<file path="src/rtl/hazard_scoreboard_unit.sv">
// -----------------------------------------------------------------------------
// hazard_scoreboard_unit
// Purpose: ID-stage data-hazard unit for an in-order 5-stage pipeline.
//   Picks a forwarding source for each ID source operand from the EX, MEM or WB
//   stage. Detects load-use hazards and inserts LOAD_STALL bubbles through a
//   small IDLE/STALL FSM. Keeps a saturating count of bubble cycles.
// Ports:
//   clk                  clock; all state updates on the rising edge
//   reset_n              asynchronous active-low reset
//   id_rs                packed ID source addresses, operand i at [i*REG_AW +: REG_AW]
//   id_src_valid         per-operand "operand is read" flag
//   ex/mem/wb_dest       destination register of each downstream stage
//   ex/mem/wb_rf_enable  stage will write the register file
//   ex_load_instruction  EX holds a load
//   flush                taken branch/jump; squashes ID
//   ext_stall            external hold (memory busy)
//   fwd_sel              packed 2-bit select per operand: 00 RF, 01 EX, 10 MEM, 11 WB
//   pc_enable            PC update enable
//   load_enable          IF/ID register update enable
//   nop_signal           inject a bubble into EX
//   stall_busy           FSM is in STALL
//   stall_cycles         saturating bubble-cycle counter
// -----------------------------------------------------------------------------
module hazard_scoreboard_unit #(
  parameter int NUM_SRC    = 2,
  parameter int REG_AW     = 5,
  parameter int LOAD_STALL = 1,
  parameter int CNT_W      = 16
) (
  input  logic                      clk,
  input  logic                      reset_n,
  input  logic [NUM_SRC*REG_AW-1:0] id_rs,
  input  logic [NUM_SRC-1:0]        id_src_valid,
  input  logic [REG_AW-1:0]         ex_dest,
  input  logic [REG_AW-1:0]         mem_dest,
  input  logic [REG_AW-1:0]         wb_dest,
  input  logic                      ex_rf_enable,
  input  logic                      mem_rf_enable,
  input  logic                      wb_rf_enable,
  input  logic                      ex_load_instruction,
  input  logic                      flush,
  input  logic                      ext_stall,
  output logic [2*NUM_SRC-1:0]      fwd_sel,
  output logic                      pc_enable,
  output logic                      load_enable,
  output logic                      nop_signal,
  output logic                      stall_busy,
  output logic [CNT_W-1:0]          stall_cycles
);

  typedef enum logic {
    IDLE  = 1'b0,
    STALL = 1'b1
  } state_t;

  // Remaining bubbles after the one issued on the hazard cycle itself.
  localparam logic [1:0] REM_INIT = 2'(LOAD_STALL - 1);

  state_t               state_q, state_d;
  logic [1:0]           rem_q, rem_d;
  logic [CNT_W-1:0]     cnt_q, cnt_d;
  logic [2*NUM_SRC-1:0] fwd_sel_s;
  logic                 lu_match_s;
  logic                 lu_s;
  logic                 pc_en_s;
  logic                 load_en_s;
  logic                 nop_s;

  // Forwarding select per operand and load-use address match against EX.
  always_comb begin : fwd_logic
    logic [REG_AW-1:0] addr_v;
    fwd_sel_s  = '0;
    lu_match_s = 1'b0;
    addr_v     = '0;
    for (int i = 0; i < NUM_SRC; i++) begin
      addr_v = id_rs[i*REG_AW +: REG_AW];
      // x0 is hard-wired zero: it never forwards and never stalls.
      if (id_src_valid[i] && (addr_v != '0)) begin
        if (ex_rf_enable && (ex_dest == addr_v)) begin
          fwd_sel_s[2*i +: 2] = 2'b01;
        end else if (mem_rf_enable && (mem_dest == addr_v)) begin
          fwd_sel_s[2*i +: 2] = 2'b10;
        end else if (wb_rf_enable && (wb_dest == addr_v)) begin
          fwd_sel_s[2*i +: 2] = 2'b11;
        end else begin
          fwd_sel_s[2*i +: 2] = 2'b00;
        end
        if (ex_dest == addr_v) begin
          lu_match_s = 1'b1;
        end else begin
          lu_match_s = lu_match_s;
        end
      end else begin
        fwd_sel_s[2*i +: 2] = 2'b00;
      end
    end
  end

  // Load-use hazard is only evaluated from IDLE so a running stall cannot retrigger.
  assign lu_s = (state_q == IDLE) && !flush && ex_load_instruction &&
                ex_rf_enable && lu_match_s;

  // State register, bubble down-counter and stall-cycle counter.
  always_ff @(posedge clk or negedge reset_n) begin
    if (!reset_n) begin
      state_q <= IDLE;
      rem_q   <= 2'd0;
      cnt_q   <= '0;
    end else begin
      state_q <= state_d;
      rem_q   <= rem_d;
      cnt_q   <= cnt_d;
    end
  end

  // Next-state logic: flush beats everything, ext_stall freezes the FSM.
  always_comb begin
    state_d = state_q;
    rem_d   = rem_q;
    if (flush) begin
      state_d = IDLE;
      rem_d   = 2'd0;
    end else if (ext_stall) begin
      state_d = state_q;
      rem_d   = rem_q;
    end else begin
      case (state_q)
        IDLE: begin
          if (lu_s && (LOAD_STALL > 1)) begin
            state_d = STALL;
            rem_d   = REM_INIT;
          end else begin
            state_d = IDLE;
            rem_d   = 2'd0;
          end
        end
        STALL: begin
          if (rem_q == 2'd1) begin
            state_d = IDLE;
            rem_d   = 2'd0;
          end else begin
            state_d = STALL;
            rem_d   = rem_q - 2'd1;
          end
        end
        default: begin
          state_d = IDLE;
          rem_d   = 2'd0;
        end
      endcase
    end
  end

  // Pipeline control outputs; the hazard cycle already emits its bubble.
  always_comb begin
    pc_en_s   = 1'b1;
    load_en_s = 1'b1;
    nop_s     = 1'b0;
    if (flush) begin
      // Squash ID but let the redirected PC load.
      pc_en_s   = 1'b1;
      load_en_s = 1'b1;
      nop_s     = 1'b1;
    end else if (ext_stall) begin
      pc_en_s   = 1'b0;
      load_en_s = 1'b0;
      nop_s     = 1'b0;
    end else if ((state_q == STALL) || lu_s) begin
      pc_en_s   = 1'b0;
      load_en_s = 1'b0;
      nop_s     = 1'b1;
    end else begin
      pc_en_s   = 1'b1;
      load_en_s = 1'b1;
      nop_s     = 1'b0;
    end
  end

  // Saturating bubble counter; flush bubbles are not hazard stalls.
  always_comb begin
    if (nop_s && !flush && (cnt_q != {CNT_W{1'b1}})) begin
      cnt_d = cnt_q + CNT_W'(1);
    end else begin
      cnt_d = cnt_q;
    end
  end

  // Combinational outputs are held at their quiet values during reset.
  assign fwd_sel      = reset_n ? fwd_sel_s : '0;
  assign pc_enable    = reset_n ? pc_en_s   : 1'b1;
  assign load_enable  = reset_n ? load_en_s : 1'b1;
  assign nop_signal   = reset_n & nop_s;
  assign stall_busy   = (state_q == STALL);
  assign stall_cycles = cnt_q;

endmodule

</file>
<file path="config.mk">
export PLATFORM = sky130hd
export DESIGN_NAME = hazard_scoreboard_unit
export DESIGN_NICKNAME = d
export VERILOG_FILES = /design/src/rtl/hazard_scoreboard_unit.sv
export SDC_FILE = /design/constraint.sdc
export NUM_CORES = 1
export LEC_CHECK = 0
export CAP_MARGIN = 10
export CORE_UTILIZATION = 46
export DETAILED_ROUTE_END_ITERATION = 10
export HOLD_SLACK_MARGIN = 0.12
export PLACE_DENSITY_LB_ADDON = 0.3
export SLEW_MARGIN = 20
export SYNTH_ARGS = -nofsm -noshare
export SYNTH_HDL_FRONTEND = slang
export SYNTH_SLANG_ARGS = --single-unit
</file>
<file path="constraint.sdc">
create_clock -name clk -period 7.05 [get_ports clk]
set_input_delay 1.7625 -clock clk [delete_from_list [all_inputs] [get_ports clk]]
set_output_delay 1.7625 -clock clk [all_outputs]
set_load 0.01 [all_outputs]
</file>
* Yosys cells after proc, flatten, opt, wreduce, memory -nomap -nowiden *
Cells that the tools add are included.

storage, ports and cells
  word-level logic and storage cells = 62
  RAM bits = 0
  memory bits (read-only) = 0
  register bits after elaboration = 19
  memories = 0
  input port bits = 35
  output and inout port bits = 24
  latch bits = 0

cells by class
  reductions and logical operators = 18
  $lt $le $gt $ge = 0
  mux-type cells = 28
  add/sub/neg operators = 2
  shifts and indexed selects = 0
  bitwise operators = 2
  multiply operators = 0
  eq/ne operators = 9
  divide/modulo/power cells = 0

operators by type and width
  operator                                                               count
  5-bit equality test                                                    6
  2-bit 2-to-1 mux                                                       11
  16-bit by 1-bit adder with 16-bit output, second input constant        1
  16-bit inequality test, second input constant                          1
  1-bit logical AND                                                      14
  1-bit 2-to-1 mux                                                       14
  5-bit nonzero test                                                     2
  4-bit 2-to-1 mux                                                       1
  2-bit case mux with 2 select lines                                     1
  2-bit by 1-bit equality test with 1-bit output, second input constant  1
  2-bit inequality test, second input constant                           1
  1-bit case mux with 2 select lines                                     1
  2-bit by 1-bit subtractor with 2-bit output, second input constant     1
  1-bit bitwise AND                                                      1
  1-bit zero test                                                        1
  1-bit logical OR                                                       1
  1-bit inverter                                                         1

* Longest topological paths before layout *
  depth after elaboration = 12
  mapped depth = 8
  gate-level depth less buffers = 8

* Worst setup path after synthesis *
OpenSTA, ideal clock, no wires.

  path type = input port to output port
  start = input port id_rs[9]
  end = output port pc_enable
  path slack = 2.164 ns
  data arrival time = 3.124 ns
  path buffers = 1
  stages on the path = 6
  required time = 5.287 ns
  cells stage by stage = xor2_1 > nor4_1 > nand4_1 > a211oi_2 > o311ai_0 > buf_4

on the way
  longest elaborated chain between the ends = 9
  elaborated cells between the ends (all ways) = 11
  classes of those cells = eq/ne (1); mux (6); reduce/logical (4)

RTL lines
  what                                                       line    RTL
  start, declared                                            32      input logic [NUM_SRC*REG_AW-1:0] id_rs,
  5-bit equality test or 5-bit nonzero test (tied branches)  88, 78
  1-bit 2-to-1 mux or 1-bit logical AND (tied branches)      88, 78
  1-bit 2-to-1 mux (*)                                       78      if (id_src_valid[i] && (addr_v != '0)) begin
  1-bit logical AND (*)                                      101     ex_rf_enable && lu_match_s;
  1-bit logical OR (*)                                       168     end else if ((state_q == STALL) || lu_s) begin
  1-bit 2-to-1 mux (*) (4 in a row)                          --
  end, declared                                              44      output logic pc_enable,

Every way passes the cells marked *; elsewhere a longest branch is shown, timed or not.

* Worst setup path after layout *
  start = input port id_rs[4]
  end = output port nop_signal

on the way
  longest elaborated chain between the ends = 11
  elaborated cells between the ends (all ways) = 13
  classes of those cells = eq/ne (1); mux (7); bitwise (1); reduce/logical (4)

RTL lines
  what                                                       line    RTL
  5-bit equality test or 5-bit nonzero test (tied branches)  88, 78
  1-bit 2-to-1 mux or 1-bit logical AND (tied branches)      88, 78
  1-bit 2-to-1 mux (*)                                       78
  1-bit 2-to-1 mux                                           88      if (ex_dest == addr_v) begin
  1-bit 2-to-1 mux (*)                                       78
  1-bit logical AND (*)                                      101
  1-bit logical OR (*)                                       168
  1-bit 2-to-1 mux (*)                                       168
  1-bit 2-to-1 mux (*)                                       164     end else if (ext_stall) begin
  1-bit 2-to-1 mux (*)                                       159     if (flush) begin
  1-bit bitwise AND (*)                                      192     assign nop_signal = reset_n & nop_s;
  end, declared                                              46      output logic nop_signal,

Marks and branches as above.

==> results list <==
* Violated checks: design-rule violations
- Run status: complete, but fails checks
- Via count of the first global-routing pass: 1463
- Starting utilization of the core area: 49.4%
- The final count of hold timing violations came to 0.
- Seq pwr share: 49.9%
* Number of distinct library cells after synthesis: 28
- Post-synthesis cell count: 157
- Clock-pin slew on the worst setup and hold paths: 0.10 ns
- # Post-CTS Setup Buffers: 0
- Pin placement for this block handled 59 I/O pins.
* Synth warn: 0
- The number of slew-limit violations in the final report came to 0.
- Summed over all nets, the half-perimeter wirelength after detailed placement is 3230 um.
- Sequential elements use 34.0% of the synthesized area.
* Global-route total usage across every layer: 26.2%
- Fill cells in the final layout number 228.
* Standard-cell rows: 19
- Slew at the pin closest to its max-slew limit: 0.618 ns
* Clock power frac: 25.2%
- In this run the critical register-to-register path is launched from stall_cycles[0].
* Crit path to: nop_signal
- P_int: 161 uW
* Dpl ws: 0.899 ns
- Yosys mapped a number of flops with a built-in enable equal to 0.
- NetSw: 59.0 uW
- In the final layout, the share of cells above drive strength 1 is 5.07%.
- Slew HR: 58.7%
* Detail Route Antenna Nets: 0
* Critical path class: primary input to primary output
- Clock tree synthesis selected as its root buffer the cell clkbuf_4.
- After layout, the worst setup slack is 0.901 ns.
- First-pass iteration count of the detailed router: 7
* Synthesized net count: 194
- The most used flip-flop cell after synthesis is dfrtp_1.
- Reg2reg path depth: 8
* Nets: 255
- In this run, post-CTS hold repair placed 0 buffers.
- Final setup viols: 0
- Combinational Power Share: 24.9%
* Beginning of the critical path: id_rs[4]
- The routed design could run at a clock period as short as 6.15 ns.
- Via count: 1430
- Layout area overhead: 45.6%
* Slack of the worst reg-to-reg path: 4.79 ns
- Per-cell via count in the routed design: 5.77
* Max-capacitance violation count: 0
- In this run, the number of DRC markers left after iteration 0 of detailed routing was 90.
- Summing all multi-input logic gate instances after layout gives 897 um2.
- Largest fanout on the critical path: 9
- Leakage power summed over all cells: 0.000864 uW
* Reg2Reg Capture Point: stall_cycles[15]
- Fraction of registers with async set or reset after synthesis: 100%
- The congestion estimate from routability-driven global placement came to 0.856.
* Endpoint arrival time on the critical path: 4.39 ns
* Placeable Area: 2830 um2
* Remaining Overflow, GRT: 0
- The floorplan step set the die width to 57.1 um.
* Fraction of power spent switching nets: 26.8%
- Largest net degree at the start of global routing: 24
- Clock Sinks: 19
- Of the total synthesized cell area, the portion taken by full adders, half adders and majority gates is 1.79%.
- Multiplexer share of the synthesized area: 0.805%
- Dividing total power by cell area gives a power density of 108 nW/um2.
* Synthesized area per cell: 8.91 um2
- Xor/xnor share of the synthesized area: 28.2%
- Complex-gate fraction of the synthesized area: 4.38%
- The first global-routing pass estimated 6570 um of wire.
- The clock reaches the later pin of the worst-skew pair after 0.31 ns.
- For the final database, setup skew stands at 0.00595 ns.
* Worst IR Drop VDD: 93.8 uV
- Number of buffers inserted by port buffering: 58
* Unrepaired setup endpoints after global routing: no
* Final critical-path share of the clock period: 87.2%
- Max frequency: 0.163 GHz
- The number of placed instances, taps included, is 244.
- Required time at the endpoint of the critical path: 5.29 ns
- Number of gates resized after CTS: 0
* Die extent in y: 57.1 um
- CTS built an H-tree with a depth of 1.
- Post-DR wirelength/cell: 16.1 um
- FF/Latch Area: 475 um2
- After detailed routing, the number of remaining DRC violations is 12.
- TritonCTS built the clock tree.
- Longest Clk Path Bufs: 2
* Die ar.: 3270 um2
* Mapped cell area: 1400 um2
* Startpoint type of the worst setup path: primary input
- Counting flops and latches in the post-synthesis netlist gives 19.
- In this run the worst hold path is classified as flop to flop.
- Final WL: 4000 um
* Number of buffers created by CTS: 3
- Largest family of logic cells by synthesized area: simple AND/OR/NAND/NOR gates
- Summing the areas of all and, or, nand and nor instances in the mapped netlist gives 29.0% of the synthesized area.
- The number of antenna diodes in the final layout is 0.
- Setup Total Neg Slack: 0 ns
- Number of antenna violations at the first check in global routing: 0
- Endpoint class of the critical path: primary output
* Non-filler instance count after layout: 248
[synthesized netlist by cell type, types with 2 or more instances]
master / n / area share, %
xor2_1: 36 / 23
dfrtp_1: 19 / 34
nor2_1: 15 / 4.0
nand2_1: 12 / 3.2
nor3_1: 11 / 3.9
xnor2_1: 9 / 5.6
nand3_1: 8 / 2.9
nand4_1: 6 / 2.7
nor4_1: 6 / 2.7
and3_1: 5 / 2.2
a21oi_1: 4 / 1.4
or3_1: 4 / 1.8
inv_1: 3 / 0.80
nor2b_1: 3 / 1.3
clkbuf_1: 2 / 0.54
ha_1: 2 / 1.8
[metal layers]
metal  wire (um)  GRT usage [%]  vias to the layer above
met5           0              0                        -
met4         136           15.7                        0
met3         221           4.08                       15
met2        2050           46.6                       54
met1        1590           29.6                      696
li1            -              -                      665
[how the worst min path moves through the flow]
stage,startpoint,endpoint,slack (ns),cells past startpoint
global placement,stall_cycles[15],stall_cycles[15],0.49,1
finish,stall_cycles[13],stall_cycles[13],0.51,1
global route,stall_cycles[13],stall_cycles[13],0.53,1
detailed placement,stall_cycles[15],stall_cycles[15],0.50,1
CTS,stall_cycles[15],stall_cycles[15],0.51,1
floorplan,rem_q[1],rem_q[1],0.48,2
[registers in the layout, summed over array words and instances (netlist names)]
signal,flops
stall_cycles,16
rem_q,2
stall_busy,1
[through the flow]
stage	instance area (um2)	utilization [%]	hold slack (ns)	power, uW
floorplan	1400	-	0.480	131
global placement	2010	71.1	0.494	164
detailed placement	2010	71.1	0.496	166
CTS	2040	72.0	0.511	222
global route	2040	72.0	0.535	232
finish	2040	72.0	0.513	220
[final cells by class]
class / count / share of cell area (%)
inverters: 3 / 0.553
repair buffers: 59 / 28.9
clock buffers: 4 / 1.29
well taps: 31 / 1.90
multi-input cells: 132 / 44.0
flip-flops and latches: 19 / 23.3
[power groups by stage]
| stage | Clock (uW) | Combinational, uW | Sequential, uW |
|---|---|---|---|
| after floorplan | 0 | 19.1 | 112 |
| after global placement | 0 | 52.1 | 112 |
| after detailed placement | 0 | 54.3 | 112 |
| after CTS | 57.4 | 54.7 | 110 |
| after global routing | 62.3 | 59.3 | 110 |
| final | 55.5 | 54.9 | 110 |
[worst max-delay path, cell delays in order]
cell             delay, ns
clkdlybuf4s50_1       0.52
xor2_1                0.20
nor4_1                0.44
nand4_1               0.17
a211oi_2              0.31
nor2_1                0.22
nor2_1                0.13
o21a_1                0.12
clkdlybuf4s50_1       0.53
[kinds of logic (layout without fill, tap and decap cells)]
| kind of cell | Yosys count | count (layout) |
|---|---|---|
| flops | 19 | 19 |
| fa+ha+maj | 2 | 2 |
| compound gates | 8 | 8 |
| simple gates | 76 | 76 |
| buf+inv | 6 | 66 |
| mux | 1 | 1 |
| xor+xnor | 45 | 45 |
[cells in the final DEF (no fill, tap or decap)]
cell	instances
clkdlybuf4s50_1	58
xor2_1	36
dfrtp_1	19
nor2_1	15
nand2_1	12
nor3_1	11
xnor2_1	9
nand3_1	8
nor4_1	6
nand4_1	6
and3_1	5
a21oi_1	4
or3_1	4
inv_1	3
nor2b_1	3
clkbuf_4	3
ha_1	2
a211oi_2	1
o311ai_0	1
o21a_1	1
and4_1	1
mux2_2	1
o211ai_2	1
nor4_2	1
nor4b_2	1
nand2b_1	1
nor3_2	1
or2_2	1
clkbuf_1	1
buf_4	1
Power figures use the tool's default switching activity.
